`config.mk`:
```
export PLATFORM = sky130hd
export DESIGN_NAME = pc_gen_flat
export DESIGN_NICKNAME = d
export VERILOG_FILES = /design/src/rtl/pc_gen_pkg.sv /design/src/rtl/pc_gen_if.sv /design/src/rtl/pc_gen_ras.sv /design/src/rtl/pc_gen.sv /design/src/flat_wrapper.sv
export SDC_FILE = /design/constraint.sdc
export NUM_CORES = 1
export LEC_CHECK = 0
export ABC_AREA = 0
export CAP_MARGIN = 30
export CORE_ASPECT_RATIO = 1.5
export CORE_MARGIN = 2
export CORE_UTILIZATION = 56
export DETAILED_ROUTE_END_ITERATION = 12
export HOLD_SLACK_MARGIN = 0.06
export PLACE_DENSITY = 0.82
export SLEW_MARGIN = 20
export SYNTH_ARGS = -nofsm -noshare
export SYNTH_HDL_FRONTEND = slang
export SYNTH_SLANG_ARGS = --single-unit
```
`constraint.sdc`:
```
create_clock -name clk -period 3.95 [get_ports clk]
set_input_delay 0.395 -clock clk [delete_from_list [all_inputs] [get_ports clk]]
set_output_delay 0.395 -clock clk [all_outputs]
set_load 0.01 [all_outputs]
```
`src/rtl/pc_gen_pkg.sv`:
```
// Shared types for the program-counter generator: next-PC source selection.
package pc_gen_pkg;

  typedef enum logic [2:0] {
    SEL_TRAP,
    SEL_HOLD,
    SEL_RET,
    SEL_JUMP,
    SEL_BRANCH,
    SEL_SEQ
  } pc_sel_e;

endpackage

```
`src/rtl/pc_gen_if.sv`:
```
// Control and status bundle between the fetch controller (master) and pc_gen (slave).
interface pc_gen_if #(
  parameter int unsigned WIDTH = 32
);
  logic             stall;
  logic             trap;
  logic [WIDTH-1:0] trap_vec;
  logic             branch;
  logic [WIDTH-1:0] immediate;
  logic             jump;
  logic [WIDTH-1:0] target;
  logic             call;
  logic             ret;
  logic [WIDTH-1:0] pc_out_reg;
  logic             ras_empty;
  logic             ras_full;
  logic             ras_underflow;

  modport master (
    output stall, trap, trap_vec, branch, immediate, jump, target, call, ret,
    input  pc_out_reg, ras_empty, ras_full, ras_underflow
  );

  modport slave (
    input  stall, trap, trap_vec, branch, immediate, jump, target, call, ret,
    output pc_out_reg, ras_empty, ras_full, ras_underflow
  );
endinterface

```
`src/rtl/pc_gen_ras.sv`:
```
// Circular return-address stack; a push when full silently overwrites the oldest entry.
module pc_gen_ras #(
  parameter int unsigned WIDTH     = 32,
  parameter int unsigned RAS_DEPTH = 4
) (
  input  logic             clk,
  input  logic             rst,
  input  logic             push,
  input  logic             pop,
  input  logic [WIDTH-1:0] push_data,
  output logic [WIDTH-1:0] top_data,
  output logic             empty,
  output logic             full
);
  localparam int unsigned PW = (RAS_DEPTH > 1) ? $clog2(RAS_DEPTH) : 1;
  localparam int unsigned CW = PW + 1;
  localparam logic [CW-1:0] DEPTH_C = CW'(RAS_DEPTH);

  logic [WIDTH-1:0] stack_q [RAS_DEPTH];
  logic [PW-1:0]    sp_q, sp_d, top_idx, wr_idx;
  logic [CW-1:0]    count_q, count_d;
  logic             pop_ok;

  assign empty    = (count_q == '0);
  assign full     = (count_q == DEPTH_C);
  assign top_idx  = sp_q - PW'(1);
  assign top_data = stack_q[top_idx];
  assign pop_ok   = pop && !empty;

  // Simultaneous push+pop rewrites the top slot in place so the depth is unchanged.
  assign wr_idx = pop_ok ? top_idx : sp_q;

  always_comb begin
    sp_d    = sp_q;
    count_d = count_q;
    if (push && !pop_ok) begin
      sp_d    = sp_q + PW'(1);
      count_d = full ? count_q : count_q + CW'(1);
    end else if (pop_ok && !push) begin
      sp_d    = top_idx;
      count_d = count_q - CW'(1);
    end
  end

  always_ff @(posedge clk or negedge rst) begin
    if (!rst) begin
      sp_q    <= '0;
      count_q <= '0;
      for (int unsigned i = 0; i < RAS_DEPTH; i++) begin
        stack_q[i] <= '0;
      end
    end else begin
      sp_q    <= sp_d;
      count_q <= count_d;
      if (push) begin
        stack_q[wr_idx] <= push_data;
      end
    end
  end

endmodule

```
`src/rtl/pc_gen.sv`:
```
// Program-counter generator: prioritised next-PC selection with a return-address stack.
module pc_gen
  import pc_gen_pkg::*;
#(
  parameter int unsigned      WIDTH        = 32,
  parameter logic [WIDTH-1:0] STEP         = WIDTH'(1),
  parameter logic [WIDTH-1:0] RESET_VECTOR = '0,
  parameter int unsigned      RAS_DEPTH    = 4
) (
  input logic     clk,
  input logic     rst,
  pc_gen_if.slave bus
);
  pc_sel_e          sel;
  logic [WIDTH-1:0] pc_q, pc_d, seq_pc, ras_top;
  logic             ras_push, ras_pop, ras_empty, ras_full;
  logic             uf_q, uf_d;
  logic             active;

  // Trap and stall both freeze the stack; only an unfrozen cycle may push, pop or underflow.
  assign active   = !bus.trap && !bus.stall;
  assign seq_pc   = pc_q + STEP;
  assign ras_push = active && bus.call;
  assign ras_pop  = (sel == SEL_RET);
  assign uf_d     = active && bus.ret && ras_empty;

  always_comb begin
    sel = SEL_SEQ;
    if (bus.trap)                     sel = SEL_TRAP;
    else if (bus.stall)               sel = SEL_HOLD;
    else if (bus.ret && !ras_empty)   sel = SEL_RET;
    else if (bus.jump)                sel = SEL_JUMP;
    else if (bus.branch)              sel = SEL_BRANCH;
  end

  always_comb begin
    pc_d = seq_pc;
    case (sel)
      SEL_TRAP:   pc_d = bus.trap_vec;
      SEL_HOLD:   pc_d = pc_q;
      SEL_RET:    pc_d = ras_top;
      SEL_JUMP:   pc_d = bus.target;
      SEL_BRANCH: pc_d = pc_q + bus.immediate;
      default:    pc_d = seq_pc;
    endcase
  end

  always_ff @(posedge clk or negedge rst) begin
    if (!rst) begin
      pc_q <= RESET_VECTOR;
      uf_q <= 1'b0;
    end else begin
      pc_q <= pc_d;
      uf_q <= uf_d;
    end
  end

  pc_gen_ras #(
    .WIDTH     (WIDTH),
    .RAS_DEPTH (RAS_DEPTH)
  ) u_ras (
    .clk       (clk),
    .rst       (rst),
    .push      (ras_push),
    .pop       (ras_pop),
    .push_data (seq_pc),
    .top_data  (ras_top),
    .empty     (ras_empty),
    .full      (ras_full)
  );

  assign bus.pc_out_reg    = pc_q;
  assign bus.ras_empty     = ras_empty;
  assign bus.ras_full      = ras_full;
  assign bus.ras_underflow = uf_q;

endmodule

```
`src/flat_wrapper.sv`:
```
// flat-port wrapper written by rule: the top's interface ports become plain ports
module pc_gen_flat import pc_gen_pkg::*;
#(
  parameter int unsigned      WIDTH        = 32,
  parameter logic [WIDTH-1:0] STEP         = WIDTH'(1),
  parameter logic [WIDTH-1:0] RESET_VECTOR = '0,
  parameter int unsigned      RAS_DEPTH    = 4
)
  (clk, rst, bus_stall, bus_trap, bus_trap_vec, bus_branch, bus_immediate, bus_jump, bus_target, bus_call, bus_ret, bus_pc_out_reg, bus_ras_empty, bus_ras_full, bus_ras_underflow);
  pc_gen_if #(.WIDTH(WIDTH)) bus_i ();
  input logic clk;
  input logic rst;
  input wire logic [$bits(bus_i.stall)-1:0] bus_stall;
  input wire logic [$bits(bus_i.trap)-1:0] bus_trap;
  input wire logic [$bits(bus_i.trap_vec)-1:0] bus_trap_vec;
  input wire logic [$bits(bus_i.branch)-1:0] bus_branch;
  input wire logic [$bits(bus_i.immediate)-1:0] bus_immediate;
  input wire logic [$bits(bus_i.jump)-1:0] bus_jump;
  input wire logic [$bits(bus_i.target)-1:0] bus_target;
  input wire logic [$bits(bus_i.call)-1:0] bus_call;
  input wire logic [$bits(bus_i.ret)-1:0] bus_ret;
  output wire logic [$bits(bus_i.pc_out_reg)-1:0] bus_pc_out_reg;
  output wire logic [$bits(bus_i.ras_empty)-1:0] bus_ras_empty;
  output wire logic [$bits(bus_i.ras_full)-1:0] bus_ras_full;
  output wire logic [$bits(bus_i.ras_underflow)-1:0] bus_ras_underflow;
  assign bus_i.stall = bus_stall;
  assign bus_i.trap = bus_trap;
  assign bus_i.trap_vec = bus_trap_vec;
  assign bus_i.branch = bus_branch;
  assign bus_i.immediate = bus_immediate;
  assign bus_i.jump = bus_jump;
  assign bus_i.target = bus_target;
  assign bus_i.call = bus_call;
  assign bus_i.ret = bus_ret;
  assign bus_pc_out_reg = bus_i.pc_out_reg;
  assign bus_ras_empty = bus_i.ras_empty;
  assign bus_ras_full = bus_i.ras_full;
  assign bus_ras_underflow = bus_i.ras_underflow;
  pc_gen #(.WIDTH(WIDTH), .STEP(STEP), .RESET_VECTOR(RESET_VECTOR), .RAS_DEPTH(RAS_DEPTH)) u_core (.clk(clk), .rst(rst), .bus(bus_i));
endmodule
```
* Word-level counts from Yosys, hierarchy flattened
Cells that the tools add are included.
** Operators by class
- $add $sub $neg :: 6
- $lt $le $gt $ge :: 3
- Equal/unequal tests :: 6
- Multiplexer cells :: 18
- Bitwise gates (word level) :: 2
- Reductions and logical operators :: 18
** Operator list (number)
- $pmux W32 S5 :: 1
- $bwmux W128 :: 1
- $mux W32 :: 3
- $bmux W32 S2 :: 1
- $demux W32 S2 :: 1
- $add A32 B1 Y32 const B :: 1
- $add A32 B32 Y32 :: 1
- $mux W3 :: 7
- $logic_and A1 B1 Y1 :: 9
- $eq A3 B2 Y1 const B :: 2
- $eq A3 B3 Y1 const B :: 2
- $ge A3 B3 Y1 const B :: 2
- $logic_not A3 Y1 :: 2
- $mux W2 :: 3
- $not A2 Y3 :: 2
- $logic_not A1 Y1 :: 5
- $add A3 B1 Y3 const B :: 1
- $eq A3 B1 Y1 const B :: 1
- $lt A3 B1 Y1 const B :: 1
- $sub A3 B1 Y3 const B :: 1
- $add A2 B1 Y2 const B :: 1
- $ne A2 B2 Y1 const B :: 1
- $reduce_and A2 Y1 :: 1
- $reduce_bool A2 Y1 :: 1
- other kinds (2) :: 2
** Word-level totals
- Bits in registers :: 166
- Input bits :: 104
- Output and inout bits :: 35
- Word-level logic and storage cells :: 61

* Logic depth before layout (Yosys ltp)
Gate-level depths: netlist (run 1).
- Word-level depth :: 15
- Depth in mapped cells :: 12
- Mapped depth without buffers :: 12

* Modules after synthesis
From an unflattened synthesis (run 1), not the netlist that was laid out.
** Unflattened totals
- Cells, all modules :: 1128
- Area, all modules :: 11124.4 µm²
** By module, submodules not included
- pc_gen_ras :: times used 1, cells each 541, area each 6690.2 µm², sequential area each 3328.2 µm²
- pc_gen :: times used 1, cells each 587, area each 4434.3 µm², sequential area each 825.8 µm²

* Worst setup path after synthesis (run 1)
OpenSTA, ideal clock, no wires.
- Kind :: register to register
- Start point :: register u_core.pc_q[0] (netlist: u_core.bus.pc_out_reg[0])
- End point :: register u_core.pc_q[30] (netlist: u_core.bus.pc_out_reg[30])
- Setup time :: 124 ps
- Data arrival time :: 2798 ps
- Data required time :: 3826 ps
- Path slack :: 1029 ps
- Cell stages (with the launch flop) :: 13
- Buffers on the path :: 0
- Period minus slack after synthesis :: 2921 ps
- Cell sequence :: dfrtp_1 > ha_1 > inv_1 > fa_1 > nand2b_1 > a21oi_2 > o32ai_2 > o31a_4 > o211ai_2 > a21oi_2 > o41ai_4 > xnor2_1 > o21ai_1
** Between the ends
- Word-level cells in the longest chain between the ends :: 2
- Elaborated cells between the ends (all ways) :: 3
- Those cells by class :: 2 x add/sub; 1 x mux
** Ends and longest elaborated chain
- from (decl) :: line pc_gen.sv:15 : logic [WIDTH-1:0] pc_q, pc_d, seq_pc, ras_top;
- from (signal assigned) :: line pc_gen.sv:53 : pc_q <= pc_d;
- $add A32 B1 Y32 or $add A32 B32 Y32 (tied branches) :: line pc_gen.sv:22, pc_gen.sv:43
- $pmux W32 S5 * :: line pc_gen.sv:38 : case (sel)
Mark *: on every way between the ends. The rest lies on a longest branch, timed or not.
A chain may end at the register's enable or synchronous reset.

* Worst setup path in the final report (run 1)
- Start point :: register u_core.pc_q[0] (netlist: u_core.bus.pc_out_reg[0])
- End point :: register u_core.pc_q[26] (netlist: u_core.bus.pc_out_reg[26])
The elaborated chain is that of the path after synthesis.

==> results of run 1 <==
logic make-up (layout without fill, tap and decap cells):
group,after synthesis,count (layout)
mux,41,41
compound gates,342,342
fa+ha+maj,36,36
flops,166,166
buf+inv,92,219
simple gates,351,351
xor+xnor,59,59
power breakdown:
part	internal, W	total [W]	switching, W
Sequential	0.00240	0.00301	0.000604
Clock	0.000852	0.00160	0.000750
Combinational	0.00155	0.00316	0.00161
Total	0.00480	0.00777	0.00297
routing by layer:
metal  GRT usage  up-vias  part of all wire
li1            -     4143                 -
met1       0.419     4390              0.41
met2       0.495      432              0.49
met3      0.0410       69             0.071
met4       0.119        0             0.033
met5           0        -                 0
layout make-up:
class / instances / area (sq um)
fill: 1330 / 5550
tap: 217 / 272
clock buffer: 18 / 439
inverter: 24 / 90.1
timing repair buffer: 163 / 1600
multi-input combinational: 829 / 5550
clock inverter: 14 / 138
sequential: 166 / 4160
tightest hold or removal path, stage by stage (launching register included):
cell and delay, ns:
dfrtp_1 0.34, nand2_1 0.04, o21ai_0 0.06
cells in the mapped netlist (all sizes together) (19+ instances only):
| cell | n | area [sq um] |
|---|---|---|
| ha | 34 | 425 |
| nand3 | 33 | 175 |
| buf | 19 | 92.6 |
| a22oi | 20 | 150 |
| clkbuf | 48 | 180 |
| a21oi | 95 | 505 |
| mux4 | 32 | 721 |
| inv | 23 | 86.3 |
| nor2 | 78 | 295 |
| nand2 | 181 | 679 |
| o21ai | 131 | 659 |
| xor2 | 24 | 210 |
| xnor2 | 35 | 307 |
| dfrtp | 166 | 4150 |
metrics by stage:
stage	util	hold WS [ns]
2_1_floorplan	-	0.0994
3_3_place_gp	0.655	0.413
3_5_place_dp	0.655	0.419
4_1_cts	0.688	0.481
5_1_grt	0.688	0.498
6_report	0.688	0.475
path summary, 6_finish.rpt:
path                                           from                         to  cells after the start
setup / recovery           u_core.bus.pc_out_reg[0]  u_core.bus.pc_out_reg[26]                     11
hold / removal             u_core.u_ras.stack_q[32]   u_core.u_ras.stack_q[32]                      2
setup reg to reg           u_core.bus.pc_out_reg[0]  u_core.bus.pc_out_reg[26]                     11
hold reg to reg            u_core.u_ras.stack_q[32]   u_core.u_ras.stack_q[32]                      2
max in group asynchronous                       rst  u_core.bus.pc_out_reg[20]                      3
min in group asynchronous                       rst   u_core.u_ras.stack_q[99]                      2
==> flow_summary.toml, run 1 <==
[setup_path]
crit_family = "simple AND/OR/NAND/NOR gates"
r2r_setup_slack_ns = 0.86
crit_path_top_delay_cell = "nor2_1"
critPathRequiredTime_ns = 4.24
path_max_fanout = 10
cp-end-kind = "register"
cpPeakStageDelay_ns = 0.41
worst_setup_path_start_kind = "register"
worstPathArrival_ns = 3.38
critical_path_class = "reg -> reg"
cp.buffers_inverters = 1
path_cells = "buf_4 > ha_1 > nand2_1 > nor3_2 > nand2_1 > nor2_1 > nand3_1 > xor2_1 > o221ai_1 > o21ai_0 > o21ai_0"

[timing]
period_minus_slack_ns = 3.09
setup_viol = 0
grt_setup_unrepaired = "false"
skew_ns = 0.00892
max_freq_mhz = 324
setup_ws_ns = 0.860
timing.slew.headroom = 0.329
tns_ns = 0
slew_viol_final = 0
hold_viol = 0
finalCritPeriodShare = 0.782
tightest_slew_ns = 1.01

[synthesis]
synth_top_family_by_area = "compound AO/OA/AOI/OAI gates"
synthAdderAreaFrac = 0.0463
ys_seq_elements = 166
synthMuxAreaShare = 0.0813
synth_cell_types = 76
synth_compound_area_frac = 0.218
synth_edf_count = 0
synthFlopType = "dfrtp_1"
synth.yosys.seq_area_share = 0.413
synth_fp_nets = 1227
synth_xor_area_frac = 0.0514
syn_avg_cell_area_sq_um = 9.24
ys_async_sr_fraction = 1.00
synth-simple-area-share = 0.153
yosysWarnings = 0
syn_area_sq_mm = 0.0100
syn_inst = 1087

[final_layout]
insertedDiodeCount = 0
nets = 1341
final_cell_count_no_fill = 1431
layout_commonest_cell = "nand2_1"
final_cell_mix = "nand2_1, dfrtp_1, clkdlybuf4s50_1"
postLayoutCellArea_sq_mm = 0.0122
drive_gt1_frac = 0.110
area_growth_pct = 21.8
largest_reg_flops = 128

[clocking]
path_clk_slew_ns = 0.07
h-tree-depth = 4
cts_max_path_buffers = 2
worst_skew_pair.late_latency_ns = 0.43
post_cts_buffers = 0
post_cts_resized = 0
cts.sinks = 166
cts_buffers = 17
cts_tree = "built"
hold_buffers = 1
root_buffer = "clkbuf_16"

[placement]
gp_congestion = 0.935
dpl.hpwl_um = 20000
io_buffer_count = 138
dp_cells = 1398
placed_area_sq_mm = 0.0117
place_ws_ns = 0.487

[route]
first_iter_violations = 1077
avgRoutedWirePerCell_um = 20.0
avgViaCountPerCell = 6.31
first_pass_iters = 7
drt_wl_total_um = 28600
via_count = 9034
route.detailed.drc = 0
ant_nets = 0

[floorplan]
rows = 60
dieArea_sq_mm = 0.0191
coreArea_sq_mm = 0.0178
die_w_um = 113
ios = 139
die-height_um = 168
start_util = 0.565

[grt]
grt_pass1_vias = 8881
grt_max_degree = 105
grt_pass1_wl_um = 46000
antenna_found_initial = 0
grt_usage = 0.305
grt-ovfl-total = 0

[pwr]
ir_drop_mv = 0.347
pwr_density_cell_mw_per_mm2 = 635
p_total_w = 0.00777
p_leak_nw = 5.16

[run_status]
status = "complete, no violations"

[run]
cap_violations = 0

[hold_path]
hold_path.class = "reg -> reg"
No activity file was read; power rests on OpenSTA's default activity.
==> inputs of run 2 (changes only) <==
--- a/config.mk
+++ b/config.mk
@@ -9,10 +9,10 @@
 export CAP_MARGIN = 30
 export CORE_ASPECT_RATIO = 1.5
 export CORE_MARGIN = 2
-export CORE_UTILIZATION = 56
+export CORE_UTILIZATION = 50
 export DETAILED_ROUTE_END_ITERATION = 12
 export HOLD_SLACK_MARGIN = 0.06
-export PLACE_DENSITY = 0.82
+export PLACE_DENSITY = 0.78
 export SLEW_MARGIN = 20
 export SYNTH_ARGS = -nofsm -noshare
 export SYNTH_HDL_FRONTEND = slang
==> constraint.sdc (replaced) <==
create_clock -name clk -period 2.5 [get_ports clk]
set_input_delay 0.25 -clock clk [delete_from_list [all_inputs] [get_ports clk]]
set_output_delay 0.25 -clock clk [all_outputs]
set_load 0.01 [all_outputs]
==> flow_summary.toml, run 2 (synthesized netlist as in run 1, its figures left out) <==
[pwr]
pwr-share-clk = 0.206
cellInternalPower_w = 0.00862
swShare = 0.369
combPwrFrac = 0.464
pwr_density_cell_mw_per_mm2 = 987
p_leak_nw = 5.89
switchingPower_w = 0.00505
p_total_w = 0.0137
ir_drop_mv = 0.592
seqPwrFrac = 0.331

[setup_path]
worst_setup_path_start_kind = "register"
crit_path_frequent_cell = "o211ai_2"
cp.buffers_inverters = 0
crit_family = "compound AO/OA/AOI/OAI gates"
cpPeakStageDelay_ns = 0.46
worstPathArrival_ns = 2.99
r2r-start = "u_core.bus.pc_out_reg[1]"
cp-end-kind = "register"
path_cells = "ha_4 > a21oi_4 > o211ai_2 > a31oi_4 > o211ai_2 > a311o_2 > o311ai_4 > and3_4 > o31a_1 > o211ai_2"
reg2reg_depth = 10
path_max_fanout = 4
r2r_setup_slack_ns = -0.19
crit_start = "u_core.bus.pc_out_reg[1]"
critPathRequiredTime_ns = 2.80
crit_path_top_delay_cell = "dfrtp_2"
critical_path_class = "reg -> reg"
r2r_end = "u_core.bus.pc_out_reg[31]"

[placement]
gp_congestion = 0.978
io_buffer_count = 138
dpl.hpwl_um = 23500
dp_cells = 1555

[route]
first_pass_iters = 7
avgRoutedWirePerCell_um = 20.1
via_count = 9535
first_iter_violations = 932
drt_wl_total_um = 32200
avgViaCountPerCell = 5.96
ant_nets = 0
route.detailed.drc = 0

[grt]
grt_pass1_vias = 9537
grt_pass1_wl_um = 50500
antenna_found_initial = 1
grt_max_degree = 68
grt-ovfl-total = 0
grt_usage = 0.306

[final_layout]
final_cell_count_no_fill = 1599
fin_util = 0.703
largest_reg_flops = 128
layout_commonest_cell = "nand2_1"
drive_gt1_frac = 0.242
nets = 1465
final_cell_mix = "nand2_1, dfrtp_1, clkdlybuf4s50_1"
fillCellCount = 1470
area_growth_pct = 37.9

[clocking]
cts_buffers = 17
h-tree-depth = 4
path_clk_slew_ns = 0.07
cts_tree = "built"
worst_skew_pair.late_latency_ns = 0.44
root_buffer = "clkbuf_16"
cts.sinks = 166
cts_max_path_buffers = 2

[timing]
finalCritPeriodShare = 1.08
slew_viol_final = 0
setup_viol = 10
tightest_slew_ns = 0.558
grt_setup_unrepaired = "true"
skew_ns = 0.00950
hold_viol = 0
setup_ws_ns = -0.191
finalHoldWorstSlack_ns = 0.334
timing.slew.headroom = 0.628
max_freq_mhz = 372
period_minus_slack_ns = 2.69
tns_ns = -0.974

[floorplan]
coreArea_sq_mm = 0.0197
ios = 139
die-height_um = 178
die_w_um = 120
start_util = 0.510
rows = 63
dieArea_sq_mm = 0.0213

[run]
cap_violations = 0

[hold_path]
hold_path.class = "in -> async"

[run_status]
violations = "negative setup slack"
status = "complete, but fails checks"
[run 2: cell types whose count changed in the layout (fill, tap and decap cells not counted), moves of 6 or more]
cell	change
dfrtp_1	-8
ha_1	-17
buf_4	+113
dfrtp_2	+8
o21ai_1	+9
buf_12	+6
o21ai_0	-13
ha_4	+16
a21oi_1	-6
[run 2: layout make-up]
| class | count | area, sq um | area share |
|---|---|---|---|
| repair buffers | 287 | 2620 | 0.189 |
| flip-flops and latches | 166 | 4170 | 0.301 |
| inverters | 24 | 90.1 | 0.00650 |
| well taps | 260 | 325 | 0.0235 |
| multi-input cells | 829 | 6030 | 0.435 |
| clock buffers | 18 | 439 | 0.0317 |
| clock inverters | 14 | 186 | 0.0135 |
| diodes | 1 | 2.50 | 0.000181 |
[run 2: worst register-to-register path: stages, from the launching register on]
cell and delay, ns:
dfrtp_2 0.46, ha_4 0.27, a21oi_4 0.16, o211ai_2 0.14, a31oi_4 0.24, o211ai_2 0.17, a311o_2 0.40, o311ai_4 0.26
and3_4 0.24, o31a_1 0.15, o211ai_2 0.08
[run 2: power by group through the flow]
| stage | logic (W) | registers, W | clock network [W] |
|---|---|---|---|
| after detailed placement | 0.00593 | 0.00453 | 0 |
| after floorplan | 0.00371 | 0.00445 | 0 |
| final | 0.00634 | 0.00452 | 0.00281 |
| after CTS | 0.00611 | 0.00450 | 0.00283 |
| after global routing | 0.00689 | 0.00465 | 0.00293 |
| after global placement | 0.00576 | 0.00445 | 0 |
[run 2: layer usage]
metal | routed length [um] | global-route usage | vias to the layer above
li1 | - | - | 4388
met1 | 13500 | 0.412 | 4667
met3 | 1910 | 0.0431 | 80
met4 | 1020 | 0.104 | 0
met5 | 0 | 0 | -
met2 | 15800 | 0.511 | 400
[run 2: worst max path at each step]
stage | end | slack [ns] | cells past startpoint
global placement | u_core.bus.pc_out_reg[30] | -0.45 | 13
detailed placement | u_core.bus.pc_out_reg[30] | -0.49 | 13
floorplan | u_core.bus.pc_out_reg[31] | -0.04 | 11
global route | u_core.bus.pc_out_reg[31] | -0.28 | 10
finish | u_core.bus.pc_out_reg[31] | -0.19 | 10
CTS | u_core.bus.pc_out_reg[31] | -0.16 | 11
[run 2: timing repair]
| item | 4_1_cts | 5_1_grt |
|---|---|---|
| hold endpoints to repair | 49 | 0 |
| gates resized for setup | 17 | 43 |
| hold buffers | 1 | 0 |
| endpoints found under the setup margin | 12 | 49 |
| pin swaps | 15 | 22 |
| buffers inserted | 6 | 4 |
[run 2: metrics by stage]
stage / setup WS [ns] / area [sq um]
after floorplan: -0.0380 / 10300
after global placement: -0.447 / 12900
after detailed placement: -0.488 / 12900
after CTS: -0.159 / 13600
after global routing: -0.283 / 13900
final: -0.191 / 13900
